--- config.mk ---
export PLATFORM = sky130hd
export DESIGN_NAME = uart_sender_flat
export DESIGN_NICKNAME = d
export VERILOG_FILES = /design/src/rtl/uart_sender_if.sv /design/src/rtl/uart_sender.sv /design/src/flat_wrapper.sv
export SDC_FILE = /design/constraint.sdc
export NUM_CORES = 1
export LEC_CHECK = 0
export ABC_AREA = 1
export CORE_MARGIN = 2
export CORE_UTILIZATION = 45
export DETAILED_ROUTE_END_ITERATION = 16
export MAX_ROUTING_LAYER = met4
export PLACE_DENSITY = 0.66
export SYNTH_ARGS = -nofsm -noshare
export SYNTH_HDL_FRONTEND = slang
export SYNTH_SLANG_ARGS = --single-unit
--- constraint.sdc ---
create_clock -name CLK -period 3 [get_ports CLK]
set_input_delay 0.3 -clock CLK [delete_from_list [all_inputs] [get_ports CLK]]
set_output_delay 0.3 -clock CLK [all_outputs]
set_load 0.01 [all_outputs]
--- src/rtl/uart_sender_if.sv ---
`default_nettype none
// ============================================================================
//  Module   : uart_sender_if
//  Purpose  : Byte handshake between the word-to-byte sender buffer and the
//             serial transmitter. The buffer is the master and offers bytes;
//             the transmitter is the slave and accepts them with ready.
//  Revision : 1.0  initial release
// ============================================================================
interface uart_sender_if;
    logic [7:0] data;
    logic       valid;
    logic       ready;

    // Upstream buffer side: offers a byte, observes ready
    modport master (
        output data,
        output valid,
        input  ready
    );

    // Transmitter side: consumes a byte, reports ready
    modport slave (
        input  data,
        input  valid,
        output ready
    );
endinterface
`default_nettype wire

--- src/rtl/uart_sender.sv ---
`default_nettype none
// ============================================================================
//  Module   : uart_sender
//  Purpose  : Asynchronous serial transmitter. Accepts one byte per
//             valid/ready handshake and sends start bit, 8 data bits LSB
//             first, optional parity and 1 or 2 stop bits on txd.
//  Revision : 1.0  initial release
// ============================================================================
module uart_sender #(
    parameter int CLKS_PER_BIT = 100,
    parameter int PARITY       = 0,
    parameter int STOP_BITS    = 1
) (
    input  wire logic     CLK,
    input  wire logic     reset_n,
    uart_sender_if.slave  up,
    output logic          txd,
    output logic          busy
);

    // ------------------------------------------------------------------
    // Derived constants
    // ------------------------------------------------------------------
    // Baud counter width; guarded so a degenerate setting still elaborates.
    localparam int c_CW = (CLKS_PER_BIT > 1) ? $clog2(CLKS_PER_BIT) : 1;
    localparam logic [c_CW-1:0] c_CNT_MAX = c_CW'(CLKS_PER_BIT - 1);
    localparam logic [c_CW-1:0] c_CNT_ONE = c_CW'(1);

    // Unsupported parity / stop settings fall back to no parity, 1 stop bit.
    localparam int   c_PAR       = (PARITY == 1 || PARITY == 2) ? PARITY : 0;
    localparam int   c_STOPS     = (STOP_BITS == 2) ? 2 : 1;
    localparam logic c_PAR_ODD   = (c_PAR == 2);
    localparam logic c_STOP_LAST = (c_STOPS == 2);

    // ------------------------------------------------------------------
    // FSM encoding
    // ------------------------------------------------------------------
    localparam logic [2:0] c_IDLE   = 3'd0;
    localparam logic [2:0] c_START  = 3'd1;
    localparam logic [2:0] c_DATA   = 3'd2;
    localparam logic [2:0] c_PARITY = 3'd3;
    localparam logic [2:0] c_STOP   = 3'd4;

    // ------------------------------------------------------------------
    // State registers and their next-state values
    // ------------------------------------------------------------------
    logic [2:0]      state_q, state_d;
    logic [c_CW-1:0] cnt_q,   cnt_d;     // cycles elapsed within current bit
    logic [2:0]      bit_q,   bit_d;     // index of data bit on the line
    logic            stop_q,  stop_d;    // index of stop bit on the line
    logic [7:0]      shift_q, shift_d;   // remaining data bits, LSB next
    logic            par_q,   par_d;     // XOR of data bits sent so far
    logic            txd_q,   txd_d;
    logic            ready_q, ready_d;
    logic            busy_q,  busy_d;

    logic w_hs;
    logic w_tick;

    assign w_hs   = up.valid && ready_q;
    assign w_tick = (cnt_q == c_CNT_MAX);

    // Next-state logic: one bit period per state visit, boundaries on w_tick
    always_comb begin
        state_d = state_q;
        cnt_d   = cnt_q;
        bit_d   = bit_q;
        stop_d  = stop_q;
        shift_d = shift_q;
        par_d   = par_q;
        txd_d   = txd_q;
        ready_d = ready_q;
        busy_d  = busy_q;

        // Baud counter runs in every frame state and restarts on each
        // bit boundary, so bit lengths never accumulate error.
        if (state_q != c_IDLE) begin
            cnt_d = w_tick ? '0 : (cnt_q + c_CNT_ONE);
        end

        case (state_q)
            c_IDLE: begin
                txd_d = 1'b1;
                if (w_hs) begin
                    // Start bit goes out from the accepting edge itself.
                    state_d = c_START;
                    shift_d = up.data;
                    par_d   = 1'b0;
                    cnt_d   = '0;
                    bit_d   = 3'd0;
                    stop_d  = 1'b0;
                    txd_d   = 1'b0;
                    ready_d = 1'b0;
                    busy_d  = 1'b1;
                end
            end

            c_START: begin
                if (w_tick) begin
                    state_d = c_DATA;
                    txd_d   = shift_q[0];
                    par_d   = par_q ^ shift_q[0];
                    shift_d = {1'b0, shift_q[7:1]};
                end
            end

            c_DATA: begin
                if (w_tick) begin
                    if (bit_q == 3'd7) begin
                        // par_q already folds in all eight data bits here.
                        if (c_PAR != 0) begin
                            state_d = c_PARITY;
                            txd_d   = par_q ^ c_PAR_ODD;
                        end else begin
                            state_d = c_STOP;
                            txd_d   = 1'b1;
                        end
                    end else begin
                        bit_d   = bit_q + 3'd1;
                        txd_d   = shift_q[0];
                        par_d   = par_q ^ shift_q[0];
                        shift_d = {1'b0, shift_q[7:1]};
                    end
                end
            end

            c_PARITY: begin
                if (w_tick) begin
                    state_d = c_STOP;
                    txd_d   = 1'b1;
                end
            end

            c_STOP: begin
                if (w_tick) begin
                    if (stop_q == c_STOP_LAST) begin
                        // Frame complete: line idles and a new byte may be
                        // accepted from the very next edge.
                        state_d = c_IDLE;
                        txd_d   = 1'b1;
                        ready_d = 1'b1;
                        busy_d  = 1'b0;
                    end else begin
                        stop_d  = 1'b1;
                    end
                end
            end

            default: begin
                // Unreachable encodings recover to a clean idle line.
                state_d = c_IDLE;
                cnt_d   = '0;
                txd_d   = 1'b1;
                ready_d = 1'b1;
                busy_d  = 1'b0;
            end
        endcase
    end

    // State update; reset abandons any frame and forces an idle line at once
    always_ff @(posedge CLK or negedge reset_n) begin
        if (!reset_n) begin
            state_q <= c_IDLE;
            cnt_q   <= '0;
            bit_q   <= 3'd0;
            stop_q  <= 1'b0;
            shift_q <= 8'h00;
            par_q   <= 1'b0;
            txd_q   <= 1'b1;
            ready_q <= 1'b1;
            busy_q  <= 1'b0;
        end else begin
            state_q <= state_d;
            cnt_q   <= cnt_d;
            bit_q   <= bit_d;
            stop_q  <= stop_d;
            shift_q <= shift_d;
            par_q   <= par_d;
            txd_q   <= txd_d;
            ready_q <= ready_d;
            busy_q  <= busy_d;
        end
    end

    assign txd      = txd_q;
    assign busy     = busy_q;
    assign up.ready = ready_q;

endmodule
`default_nettype wire

--- src/flat_wrapper.sv ---
// flat-port wrapper written by rule: the top's interface ports become plain ports
module uart_sender_flat 
#(
    parameter int CLKS_PER_BIT = 100,
    parameter int PARITY       = 0,
    parameter int STOP_BITS    = 1
)
  (CLK, reset_n, txd, busy, up_data, up_valid, up_ready);
  uart_sender_if up_i ();
  input  wire logic CLK;
  input  wire logic reset_n;
  output logic txd;
  output logic busy;
  input wire logic [$bits(up_i.data)-1:0] up_data;
  input wire logic [$bits(up_i.valid)-1:0] up_valid;
  output wire logic [$bits(up_i.ready)-1:0] up_ready;
  assign up_i.data = up_data;
  assign up_i.valid = up_valid;
  assign up_ready = up_i.ready;
  uart_sender #(.CLKS_PER_BIT(CLKS_PER_BIT), .PARITY(PARITY), .STOP_BITS(STOP_BITS)) u_core (.CLK(CLK), .reset_n(reset_n), .up(up_i), .txd(txd), .busy(busy));
endmodule
**Word-level counts from Yosys, hierarchy flattened**

Index checks and enable logic that the tools add are counted.
W data, S select, Z words.

- Flip-flop bits (word level): 25
- Input bits: 11
- Output and inout port bits: 3
- Logic and storage cells: 77

- Equality and inequality tests: 14
- $add $sub $neg: 2
- Reduce and logical (&&, ||, !) cells: 14
- Bitwise operators: 1
- Muxes and demuxes: 38

Operators by type and width:

| cell | count |
|---|---|
| $mux W8 | 4 |
| $mux W3 | 10 |
| $pmux W8 S3 | 1 |
| $mux W7 | 3 |
| $pmux W3 S5 | 1 |
| $pmux W7 S2 | 1 |
| $mux W1 | 13 |
| $ne A2 B1 Y1 const B | 6 |
| $reduce_and A5 Y1 | 2 |
| $reduce_and A4 Y1 | 2 |
| $add A7 B1 Y7 const B | 1 |
| $eq A7 B7 Y1 const B | 1 |
| $reduce_and A7 Y1 | 1 |
| $eq A3 B2 Y1 const B | 2 |
| $eq A3 B3 Y1 const B | 2 |
| $pmux W1 S3 | 2 |
| $pmux W3 S2 | 1 |
| $reduce_bool A3 Y1 | 2 |
| $pmux W1 S5 | 1 |
| $ne A2 B2 Y1 const B | 2 |
| $reduce_bool A2 Y1 | 2 |
| $reduce_or A4 Y1 | 1 |
| $add A3 B1 Y3 const B | 1 |
| $eq A3 B1 Y1 const B | 1 |
| 6 further kinds | 6 |

**Longest topological paths before layout**

Gate-level depths: netlist of run 1.

- Depth in word-level cells: 5
- Mapped depth: 9
- Mapped depth without buffers: 9

**Least setup slack after synthesis of run 1**

OpenSTA, ideal clock, no wires.

- Kind: reg2reg
- Start point: register u_core.cnt_q[0]
- End point: register u_core.shift_q[0]
- Arrival: 1.233 ns
- Path buffers: 1
- Clock period less this slack: 1.349 ns
- Data required time: 2.883 ns
- Cell stages (with the launch flop): 10
- Path slack: 1.651 ns
- Library setup time: 0.117 ns
- Path through: dfrtp_1 ha_1 inv_1 nor2_1 nand3b_1 nand2_2 and2_4 buf_6 nand3_2 nand2_1

- Longest elaborated chain between the ends: 3
- Elaborated cells on any way between the ends: 4
- Classes of those cells: eq/ne (3); reduce/logical (1)

Ends and longest elaborated chain:

| element | RTL line | RTL |
|---|---|---|
| start, declared | uart_sender.sv:48 | `logic [c_CW-1:0] cnt_q, cnt_d;` |
| start signal, assigned | uart_sender.sv:174 | `cnt_q <= cnt_d;` |
| $eq A7 B7 Y1 (*) | uart_sender.sv:61 | `assign w_tick = (cnt_q == c_CNT_MAX);` |
| $ne A2 B1 Y1 (no line) | n/a |  |
| $reduce_and A5 Y1 (no line) (*) | n/a |  |
| end signal, assigned | uart_sender.sv:177 | `shift_q <= shift_d;` |
| end, declared | uart_sender.sv:51 | `logic [7:0] shift_q, shift_d;` |

Mark *: on every way between the ends. The rest lies on a longest branch, timed or not.
A chain may end at the register's enable or synchronous reset.

**Worst setup path in the final report of run 1**

- Start point: register u_core.ready_q (netlist: u_core.up.ready)
- End point: output port up_ready

RTL lines:

| element | RTL line | RTL |
|---|---|---|
| start, declared | uart_sender.sv:54 | `logic ready_q, ready_d;` |
| start signal, assigned | uart_sender.sv:180 | `ready_q <= ready_d;` |
| end, declared | flat_wrapper.sv:16 | `output wire logic [$bits(up_i.ready)-1:0] up_ready;` |

No word-level cell between the ends.

==> key figures, run 1 <==
Yosys
  • Post-synth top flop: dfrtp_1
  • Ys Warns: 0
  • Syn Nets: between 150 and 200
  • Top post-synthesis cells by count: 72 x nand2_1, 22 x dfrtp_1, 12 x nor2_1, 11 x nand3_2, 9 x inv_1
  • Count leader, synth: nand2_1
  • Post-Syn Instances: ~180
  • Ys async rst share: 100%
  • Synth area leaders: dfrtp_1 40%, nand2_1 20%, nand3_2 8.0%, dfstp_2 3.8%, nor2_1 3.3%
  • Distinct cells, synth: 24
  • EDFF count, synth: 0
  • Post-synth top area cell: dfrtp_1
  • Syn Area/Cell: around 8 um2
  • Synthesized flop and latch total: 24
  • Mapped cell area: 0.00137 mm2
  • Share of the synthesized area in the top cell type: between 40% and 50%
  • Sequential area share after synthesis: 44.0%

Hold path
  • Hold Path End: u_core.txd
  • Hold Path Origin: u_core.txd
  • Hold WC Path Type: flip-flop to flip-flop
  • Hold Crit Depth: 2

STA
  • Worst Clk Skew: roughly 2.5 ps
  • Final period utilization: about 57%
  • Final hold vios: 0
  • Slew @ Worst Pin: ~1000 ps
  • Final Max Slew Viols: 0
  • Worst rel slew slack: between 30% and 40%
  • Endpoints failing setup: 0
  • RSZ-0062 raised after global routing: false
  • Min cycle time layout: about 1700 ps
  • F_max: roughly 580 MHz
  • Setup TNS: 0 ps

Floorplanning
  • # IOs: 14
  • Initial core utilization: between 40 and 50%
  • Row cnt: 20
  • Die W: just under 60 um
  • Die Ht: 59.2 um
  • Core ar.: 0.00298 mm2
  • Die ar.: about 0.0035 mm2

Power
  • Pwr Density: around 340 mW/mm2
  • Logic pwr share: about 4.8%
  • Static Leak: 0.000812 uW
  • Sequential share of power: between 60 and 70%
  • Switch Pwr: 117 uW
  • Max IR drop VDD: between 0.0002 and 0.00025 V
  • Switching share of power: 22.1%
  • Internal: ~400 uW
  • Clock share of power: between 30% and 40%

Global routing
  • Total global-route track usage: a little under a fifth
  • Grt ovf: 0
  • Pin count of the biggest net entering global routing: 24
  • Initial antenna violation count: 0
  • First-pass GRT wire length: approximately 4800 um
  • Number of global-route vias before repair: ~1,100

Route
  • Initial DRC Count: between 60 and 70
  • Final ANT Viol Nets: 0
  • Vias per cell: 5.09
  • Post-Route WL: about 2600 um
  • # DRC: 0
  • Avg WL per Cell: roughly 12 um
  • Vias post-DR: between 1,000 and 1,500
  • Pre-antenna DRT Iters: 4

Worst setup path
  • CP Depth: 1
  • Reg2reg start: u_core.cnt_q[0]
  • Required @ worst endpoint: between 2000 and 3000 ps
  • R2R depth: 8
  • R2r endpoint: u_core.bit_q[0]
  • Crit Path Class: flip-flop to primary output
  • Buf/Inv on CP: 1
  • Register-to-Register Setup Slack: ~1400 ps
  • CP Capture Type: primary output
  • Slowest-stage cell, CP: dfstp_2
  • CP Max Fanout: 3
  • Worst path cell trace: clkdlybuf4s50_1
  • Top delay family on crit path: flip-flops
  • Arrival @ worst endpoint: roughly 1400 ps
  • CP Launch Type: flip-flop
  • Crit-path max cell delay: approximately 560 ps

CTS
  • Worst-Skew Late Latency: 320 ps
  • Setup bufs post-CTS: 0
  • CTS resizes: 0
  • # hold bufs at CTS: 0
  • CTS max path bufs: 2
  • H-tree depth: 1
  • Reg clk slew, reported paths: between 100 and 150 ps
  • Clk sink count: 24
  • Root Buffer: clkbuf_4
  • CTS buffer count: 3
  • CTS tree: built

Finish
  • # diodes: 0
  • NumNets Final: between 200 and 250
  • Layout cell share with drive strength beyond 1: 17.2%
  • Area Growth Syn to Fin: 14.9%
  • Final std cells w/o fill: 225

Status
  • Status: complete, no violations

Placed design
  • Hpwl dp: just under 2000 um
  • Total placed cells including tap cells: 221
  • GP Congestion: roughly 0.79
  • I/O Buffers: 13

Job
  • Max Cap Viol: 0
==> sequential cells by signal (all words and copies together) (netlist names) <==
signal and cells:
u_core.bit_q 3, u_core.shift_q 8, u_core.up.ready 1, u_core.cnt_q 7, u_core.state_q 3, u_core.txd 1, u_core.busy 1
==> tightest hold or removal path, cell delays in order, from the launching register on <==
cell	delay (ps)
dfstp_2	400
nand2_1	60
nand2_1	50
==> cell usage in the layout, fill, tap and decap left out, drive strengths merged <==
cell type and n:
nand3b 3, inv 17, dfrtp 22, nor2 13
clkbuf 4, xor2 2, or2 1, a21oi 4
nand2 76, ha 3, o21ai 11, buf 1
and2 1, nand3 16, dfstp 2, nand4 2
nor3 1, clkdlybuf4s50 13
==> per-stage QoR <==
step | total power [uW] | area, um2 | hold slack [ps] | utilization [%] | worst slack (ps)
floorplan | 335 | 1370 | 4.41 | - | 1650
global placement | 356 | 1540 | 456 | 51.6 | 1350
detailed placement | 356 | 1540 | 460 | 51.6 | 1310
CTS | 538 | 1570 | 483 | 52.9 | 1270
global route | 550 | 1570 | 520 | 52.9 | 1130
finish | 529 | 1570 | 480 | 52.9 | 1280
==> area by class of cell <==
| cell class | count | area [um2] |
|---|---|---|
| fill | 285 | 1400 |
| multi-input combinational | 133 | 689 |
| sequential | 24 | 603 |
| timing repair buffer | 14 | 138 |
| inverter | 17 | 66.3 |
| tap | 33 | 41.3 |
| clock buffer | 4 | 36.3 |
==> logic make-up after synthesis <==
family / after synthesis / share of synthesized area (%)
DFF: 24 / 44.0
adders and majority gates: 3 / 2.74
buffers and inverters: 18 / 5.66
and+or+nand+nor: 113 / 40.8
AOI/OAI and AO/OA: 15 / 5.48
xor gates and xnor gates: 2 / 1.28
==> power by group through the flow <==
stage	sequential, uW	combinational, uW	clock, uW
detailed placement	330	26.2	0
global route	324	28.9	198
global placement	330	25.9	0
CTS	324	26.4	187
finish	324	25.5	180
floorplan	330	4.94	0
==> metal layers <==
layer / GRT usage [%] / vias to the layer above / wire length [um]
li1: - / 592 / -
met1: 24.6 / 536 / 1280
met2: 28.6 / 13 / 1250
met3: 2.62 / 5 / 64
met4: 6.82 / 0 / 45
met5: - / - / 0
==> worst max-delay path by stage <==
| stage | to | slack (ps) | startpoint |
|---|---|---|---|
| 2_1_floorplan | u_core.shift_q[0] | 1650 | u_core.cnt_q[0] |
| 3_3_place_gp | u_core.shift_q[7] | 1350 | up_valid |
| 3_5_place_dp | u_core.shift_q[7] | 1310 | up_valid |
| 4_1_cts | up_ready | 1270 | u_core.up.ready |
| 5_1_grt | u_core.bit_q[0] | 1130 | u_core.cnt_q[0] |
| 6_report | up_ready | 1280 | u_core.up.ready |
(Power assumes the default switching activity.)
==> inputs of run 2 (changes only) <==
==> constraint.sdc (replaced) <==
create_clock -name CLK -period 1.75 [get_ports CLK]
set_input_delay 0.175 -clock CLK [delete_from_list [all_inputs] [get_ports CLK]]
set_output_delay 0.175 -clock CLK [all_outputs]
set_load 0.01 [all_outputs]
==> run 2 against run 1 <==
  * Die area stayed put
  * Setup slack worse by 1100 ps
  * Critical path depth is 7 higher
  * Flip-flop and latch count stayed put
  * First-iteration DRC count is 29% lower
  * Largest power group unchanged
  * Via count hardly changed
  * Global-route usage is 0.18 points lower
  * Clock-buffer cell count stayed put
  * Non-clock buffer count stayed put
  * Clock skew is 11 ps higher
  * Power is 65% higher
==> key figures, run 2 (synthesis results as in run 1) <==
Status
  • Status: complete, no violations

Placed design
  • I/O Buffers: 13 (unchanged)
  • Hpwl dp: 2000 um (+1.4%)
  • GP Congestion: 0.792 (-0.33%)
  • Total placed cells including tap cells: 221 (unchanged)

Route
  • Final ANT Viol Nets: 0 (unchanged)
  • Initial DRC Count: 49 (-29%)
  • # DRC: 0 (unchanged)
  • Avg WL per Cell: 12.3 um (+4.4%)
  • Vias per cell: 5.09 (about the same)
  • Vias post-DR: 1,145 (-0.087%)
  • Post-Route WL: 2760 um (+4.4%)
  • Pre-antenna DRT Iters: 4 (unchanged)

Finish
  • Utilization after layout: 52.8% (about the same)
  • Multi-input gate area: 698 um2 (+1.3%)
  • Commonest non-fill, non-tap cells in the layout: 70 x nand2_1, 22 x dfrtp_1, 13 x clkdlybuf4s50_1, 12 x nor2_1, 11 x nand3_2
  • Filler instances: 290 (+1.8%)
  • Area Growth Syn to Fin: 14.8% (about the same)
  • Most common cell after layout, fill and taps aside: nand2_1
  • FF+latch area: 603 um2 (unchanged)
  • # diodes: 0 (unchanged)
  • Top flop regs: u_core.shift_q: 8 flops, u_core.cnt_q: 7 flops
  • Final std cells w/o fill: 225 (unchanged)
  • Layout cell share with drive strength beyond 1: 18.2% (+1.0 points)
  • Biggest register: u_core.shift_q
  • Max FFs per register: 8 (unchanged)
  • NumNets Final: 207 (unchanged)

STA
  • Worst Clk Skew: 13.9 ps (+11.4 ps)
  • F_max: 626 MHz
  • Setup TNS: 0 ps (unchanged)
  • Final hold vios: 0 (unchanged)
  • Slew @ Worst Pin: 321 ps (-710 ps)
  • Endpoints failing setup: 0 (unchanged)
  • Min cycle time layout: 1600 ps
  • Final Max Slew Viols: 0 (unchanged)
  • Final period utilization: about nine tenths
  • Worst rel slew slack: 78.6% (+48 points)
  • RSZ-0062 raised after global routing: false

Worst setup path
  • Crit Path Class: flip-flop to flip-flop
  • Required @ worst endpoint: 1990 ps (-710 ps)
  • Crit-path max cell delay: 420 ps (-140 ps)
  • Worst path cell trace: ha_1 > inv_1 > nor2_1 > nand3b_1 > nand2_2 > nand3_2 > nand2_1 > nand2_1
  • Arrival @ worst endpoint: 1840 ps (+420 ps)
  • CP Capture Type: flip-flop
  • Slowest-stage cell, CP: dfrtp_1
  • Top delay family on crit path: simple AND/OR/NAND/NOR gates
  • CP Launch Type: flip-flop
  • CP Max Fanout: 9 (+6)
  • Register-to-Register Setup Slack: 150 ps (-1240 ps)
  • Buf/Inv on CP: 1 (unchanged)
  • Cell mode on critical path: nand2_1

CTS
  • Root Buffer: clkbuf_4
  • Clk sink count: 24 (unchanged)
  • CTS buffer count: 3 (unchanged)
  • # hold bufs at CTS: 0 (unchanged)
  • CTS max path bufs: 2 (unchanged)
  • CTS resizes: 0 (unchanged)
  • Setup bufs post-CTS: 0 (unchanged)
  • Worst-Skew Late Latency: 330 ps (about the same)
  • Reg clk slew, reported paths: 150 ps (about the same)
  • CTS tree: built
  • H-tree depth: 1 (unchanged)

Global routing
  • Pin count of the biggest net entering global routing: 25 (+4.2%)
  • Grt ovf: 0 (unchanged)
  • Initial antenna violation count: 0 (unchanged)
  • Total global-route track usage: 18.3% (-0.18 points)
  • Number of global-route vias before repair: 1,126 (+2.9%)
  • First-pass GRT wire length: 4750 um (-0.29%)

Hold path
  • Hold WC Path Type: input pin to asynchronous set/reset pin

Floorplanning
  • Initial core utilization: 46.0% (unchanged)
  • Die ar.: 0.00350 mm2 (unchanged)
  • Die W: 59.2 um (unchanged)
  • Die Ht: 59.2 um (unchanged)
  • Core ar.: 0.00298 mm2 (unchanged)
  • Row cnt: 20 (unchanged)
  • # IOs: 14 (unchanged)

Power
  • Static Leak: 0.000808 uW (-0.48%)
  • Max IR drop VDD: 0.000287 V (+37%)
  • Pwr Density: 554 mW/mm2 (+65%)

Job
  • Max Cap Viol: 0 (unchanged)
[run 2: cell counts in the layout (fill, tap and decap cells not counted)]
Identical to the previous run, type by type.
[run 2: worst paths after layout]
| check | startpoint | end | cells past startpoint |
|---|---|---|---|
| min in group CLK | up_data[7] | u_core.shift_q[7] | 3 |
| setup / recovery | u_core.cnt_q[0] | u_core.shift_q[4] | 8 |
| max in group asynchronous | reset_n | u_core.txd | 2 |
| hold / removal | reset_n | u_core.bit_q[0] | 2 |
| setup reg to reg | u_core.cnt_q[0] | u_core.shift_q[4] | 8 |
| hold reg to reg | u_core.txd | u_core.txd | 2 |
[run 2: per-stage QoR]
step	power, uW	setup WS (ps)	cell area (um2)	hold WS, ps
4_1_cts	871	112	1560	199
3_3_place_gp	609	178	1540	456
2_1_floorplan	574	401	1370	-121
3_5_place_dp	610	140	1540	461
5_1_grt	894	18.8	1570	213
6_report	871	153	1570	183
[run 2: cell type report]
cell class / instances / area share (%)
repair buffers: 14 / 8.75
well taps: 33 / 2.63
multi-input cells: 133 / 44.4
clock buffers: 4 / 1.67
inverters: 17 / 4.22
flip-flops and latches: 24 / 38.3
[run 2: metal layers]
layer / vias to the layer above / global-route usage (%) / routed length (um)
met2: 19 / 30.3 / 1330
met3: 4 / 2.84 / 88
met4: 0 / 7.14 / 31
met1: 537 / 22.3 / 1310
met5: - / - / 0
li1: 585 / - / -
[run 2: power by group]
part / internal (uW) / switching [uW] / total (uW) / leakage [uW]
combinational: 24.1 / 19.9 / 44.1 / 0.000494
sequential: 555 / 0 / 555 / 0.000300
clock: 89.4 / 183 / 272 / 0.0000150
==> inputs of run 3 (changes only) <==
--- a/config.mk
+++ b/config.mk
@@ -6,7 +6,6 @@
 export NUM_CORES = 1
 export LEC_CHECK = 0
 export ABC_AREA = 1
-export CORE_MARGIN = 2
 export CORE_UTILIZATION = 45
 export DETAILED_ROUTE_END_ITERATION = 16
 export MAX_ROUTING_LAYER = met4
==> run 3 against run 2 <==
  * Core utilization rose by 2.7 points
  * Sequential share of layout area barely moved
  * Hold slack improved by 13 ps
  * Flip-flop and latch count did not move
  * Critical endpoint is now up_ready
  * Largest power group unchanged
  * Highest routed layer unchanged
==> key figures, run 3 (synthesis results as in run 1) <==
Status
  • Status: complete, no violations

Worst setup path
  • Worst path cell trace: clkdlybuf4s50_1
  • Buf/Inv on CP: 1 (unchanged)
  • Top delay family on crit path: flip-flops
  • CP Capture Type: primary output
  • Crit-path max cell delay: 570 ps (+150 ps)
  • Required @ worst endpoint: 1570 ps (-420 ps)
  • Crit Path Class: flip-flop to primary output
  • CP Launch Type: flip-flop
  • Slowest-stage cell, CP: dfstp_2
  • Arrival @ worst endpoint: 1420 ps (-420 ps)
  • CP Max Fanout: 3 (-6)

Power
  • Switch Pwr: 188 uW (-7.3%)
  • Static Leak: 0.000812 uW (+0.48%)
  • Clock share of power: 33.1% (+1.8 points)
  • Tot Pwr: 894 uW (+2.6%)
  • Logic pwr share: 4.8% (-0.3 points)
  • Sequential share of power: 62.0% (-1.7 points)
  • Max IR drop VDD: 0.000296 V (+2.9%)
  • Switching share of power: 21.0% (-2.2 points)
  • Pwr Density: 569 mW/mm2 (+2.7%)
  • Internal: 706 uW (+5.6%)

Route
  • Initial DRC Count: 55 (+12%)
  • Post-Route WL: 2600 um (-5.7%)
  • Pre-antenna DRT Iters: 4 (unchanged)
  • Avg WL per Cell: 11.7 um (-4.8%)
  • Final ANT Viol Nets: 0 (unchanged)
  • Vias post-DR: 1,126 (-1.7%)
  • Vias per cell: 5.05 (-0.78%)
  • # DRC: 0 (unchanged)

STA
  • Worst Clk Skew: 2.80 ps (-11.1 ps)
  • Worst rel slew slack: 79.1% (+0.53 points)
  • Final Max Slew Viols: 0 (unchanged)
  • RSZ-0062 raised after global routing: false
  • Min cycle time layout: 1590 ps (-3.21 ps)
  • Setup TNS: 0 ps (unchanged)
  • Final hold vios: 0 (unchanged)
  • Final period utilization: 91.1% (-0.18 points)
  • F_max: 628 MHz (+0.20%)
  • Endpoints failing setup: 0 (unchanged)
  • Hold Slack: 195 ps (+12.9 ps)
  • Slew @ Worst Pin: 313 ps (-7.88 ps)

Global routing
  • Number of global-route vias before repair: 1,129 (+0.27%)
  • First-pass GRT wire length: 4860 um (+2.5%)
  • Pin count of the biggest net entering global routing: 25 (unchanged)
  • Total global-route track usage: 19.5% (+1.2 points)
  • Grt ovf: 0 (unchanged)
  • Initial antenna violation count: 0 (unchanged)

Floorplanning
  • Row cnt: 19 (-5.0%)
  • Die Ht: 57.2 um (-3.4%)
  • Core ar.: 0.00283 mm2 (-5.0%)
  • # IOs: 14 (unchanged)
  • Die W: 57.2 um (-3.4%)
  • Die ar.: 0.00327 mm2 (-6.6%)
  • Initial core utilization: 48.4% (+2.4 points)

CTS
  • CTS resizes: 0 (unchanged)
  • Clk sink count: 24 (unchanged)
  • CTS tree: built
  • H-tree depth: 1 (unchanged)
  • Reg clk slew, reported paths: 130 ps (-20 ps)
  • # hold bufs at CTS: 0 (unchanged)
  • Worst-Skew Late Latency: 310 ps (-20 ps)
  • CTS buffer count: 3 (unchanged)
  • Setup bufs post-CTS: 0 (unchanged)
  • CTS max path bufs: 2 (unchanged)
  • Root Buffer: clkbuf_4

Finish
  • Max FFs per register: 8 (unchanged)
  • Utilization after layout: 55.6% (+2.7 points)
  • Final std cell area, no fill: 0.00157 mm2 (about the same)
  • Commonest non-fill, non-tap cells in the layout: 72 x nand2_1, 22 x dfrtp_1, 13 x clkdlybuf4s50_1, 12 x nor2_1, 11 x nand3_2
  • Layout cell share with drive strength beyond 1: 17.2% (-1.0 points)
  • NumNets Final: 207 (unchanged)
  • Area Growth Syn to Fin: 14.7% (about the same)
  • # diodes: 0 (unchanged)
  • Most common cell after layout, fill and taps aside: nand2_1
  • Top flop regs: u_core.shift_q: 8 flops, u_core.cnt_q: 7 flops
  • Biggest register: u_core.shift_q

Placed design
  • I/O Buffers: 13 (unchanged)
  • Hpwl dp: 1950 um (-2.9%)
  • GP Congestion: 0.814 (+2.8%)
  • Post-DP Area: 0.00154 mm2 (-0.16%)

Hold path
  • Hold WC Path Type: input pin to asynchronous set/reset pin

Job
  • Max Cap Viol: 0 (unchanged)
[run 3: changes by cell type in the layout (fill, tap and decap cells not counted)]
cell / delta
nand2_2: -2
nand2_1: +2
o21ai_2: -1
o21ai_1: +1
clkbuf_1: -1
clkbuf_8: +1
[run 3: power groups by stage]
stage,clock [uW],combinational (uW),sequential (uW)
CTS,308,44.4,555
global placement,0,44.0,565
floorplan,0,8.46,565
global route,323,49.3,555
detailed placement,0,44.3,565
finish,296,43.0,555
[run 3: path summary, 6_finish.rpt]
path | start | endpoint | slack (ps) | cells after the start
setup / recovery | u_core.up.ready | up_ready | 160 | 1
hold / removal | reset_n | u_core.cnt_q[4] | 200 | 2
setup reg to reg | u_core.cnt_q[1] | u_core.bit_q[0] | 230 | 8
hold reg to reg | u_core.txd | u_core.txd | 480 | 2
max in group asynchronous | reset_n | u_core.txd | 1270 | 2
min in group CLK | up_data[7] | u_core.shift_q[7] | 410 | 3
[run 3: through the flow]
stage | setup slack (ps) | cells
floorplan | 401 | 175
detailed placement | 158 | 219
CTS | 147 | 223
finish | 156 | 223
global placement | 195 | 219
global route | 28.3 | 223
[run 3: layer usage]
layer / wire [um] / GRT usage [%] / vias to the layer above
li1: - / - / 588
met1: 1340 / 26.9 / 514
met2: 1150 / 29.1 / 22
met3: 98 / 2.04 / 2
met4: 14 / 8.71 / 0
met5: 0 / - / -
[run 3: layout make-up]
cell class	count	area [um2]
inverters	17	66.3
fillers	262	1260
repair buffers	14	138
well taps	31	38.8
flip-flops and latches	24	603
multi-input cells	133	689
clock buffers	4	36.3
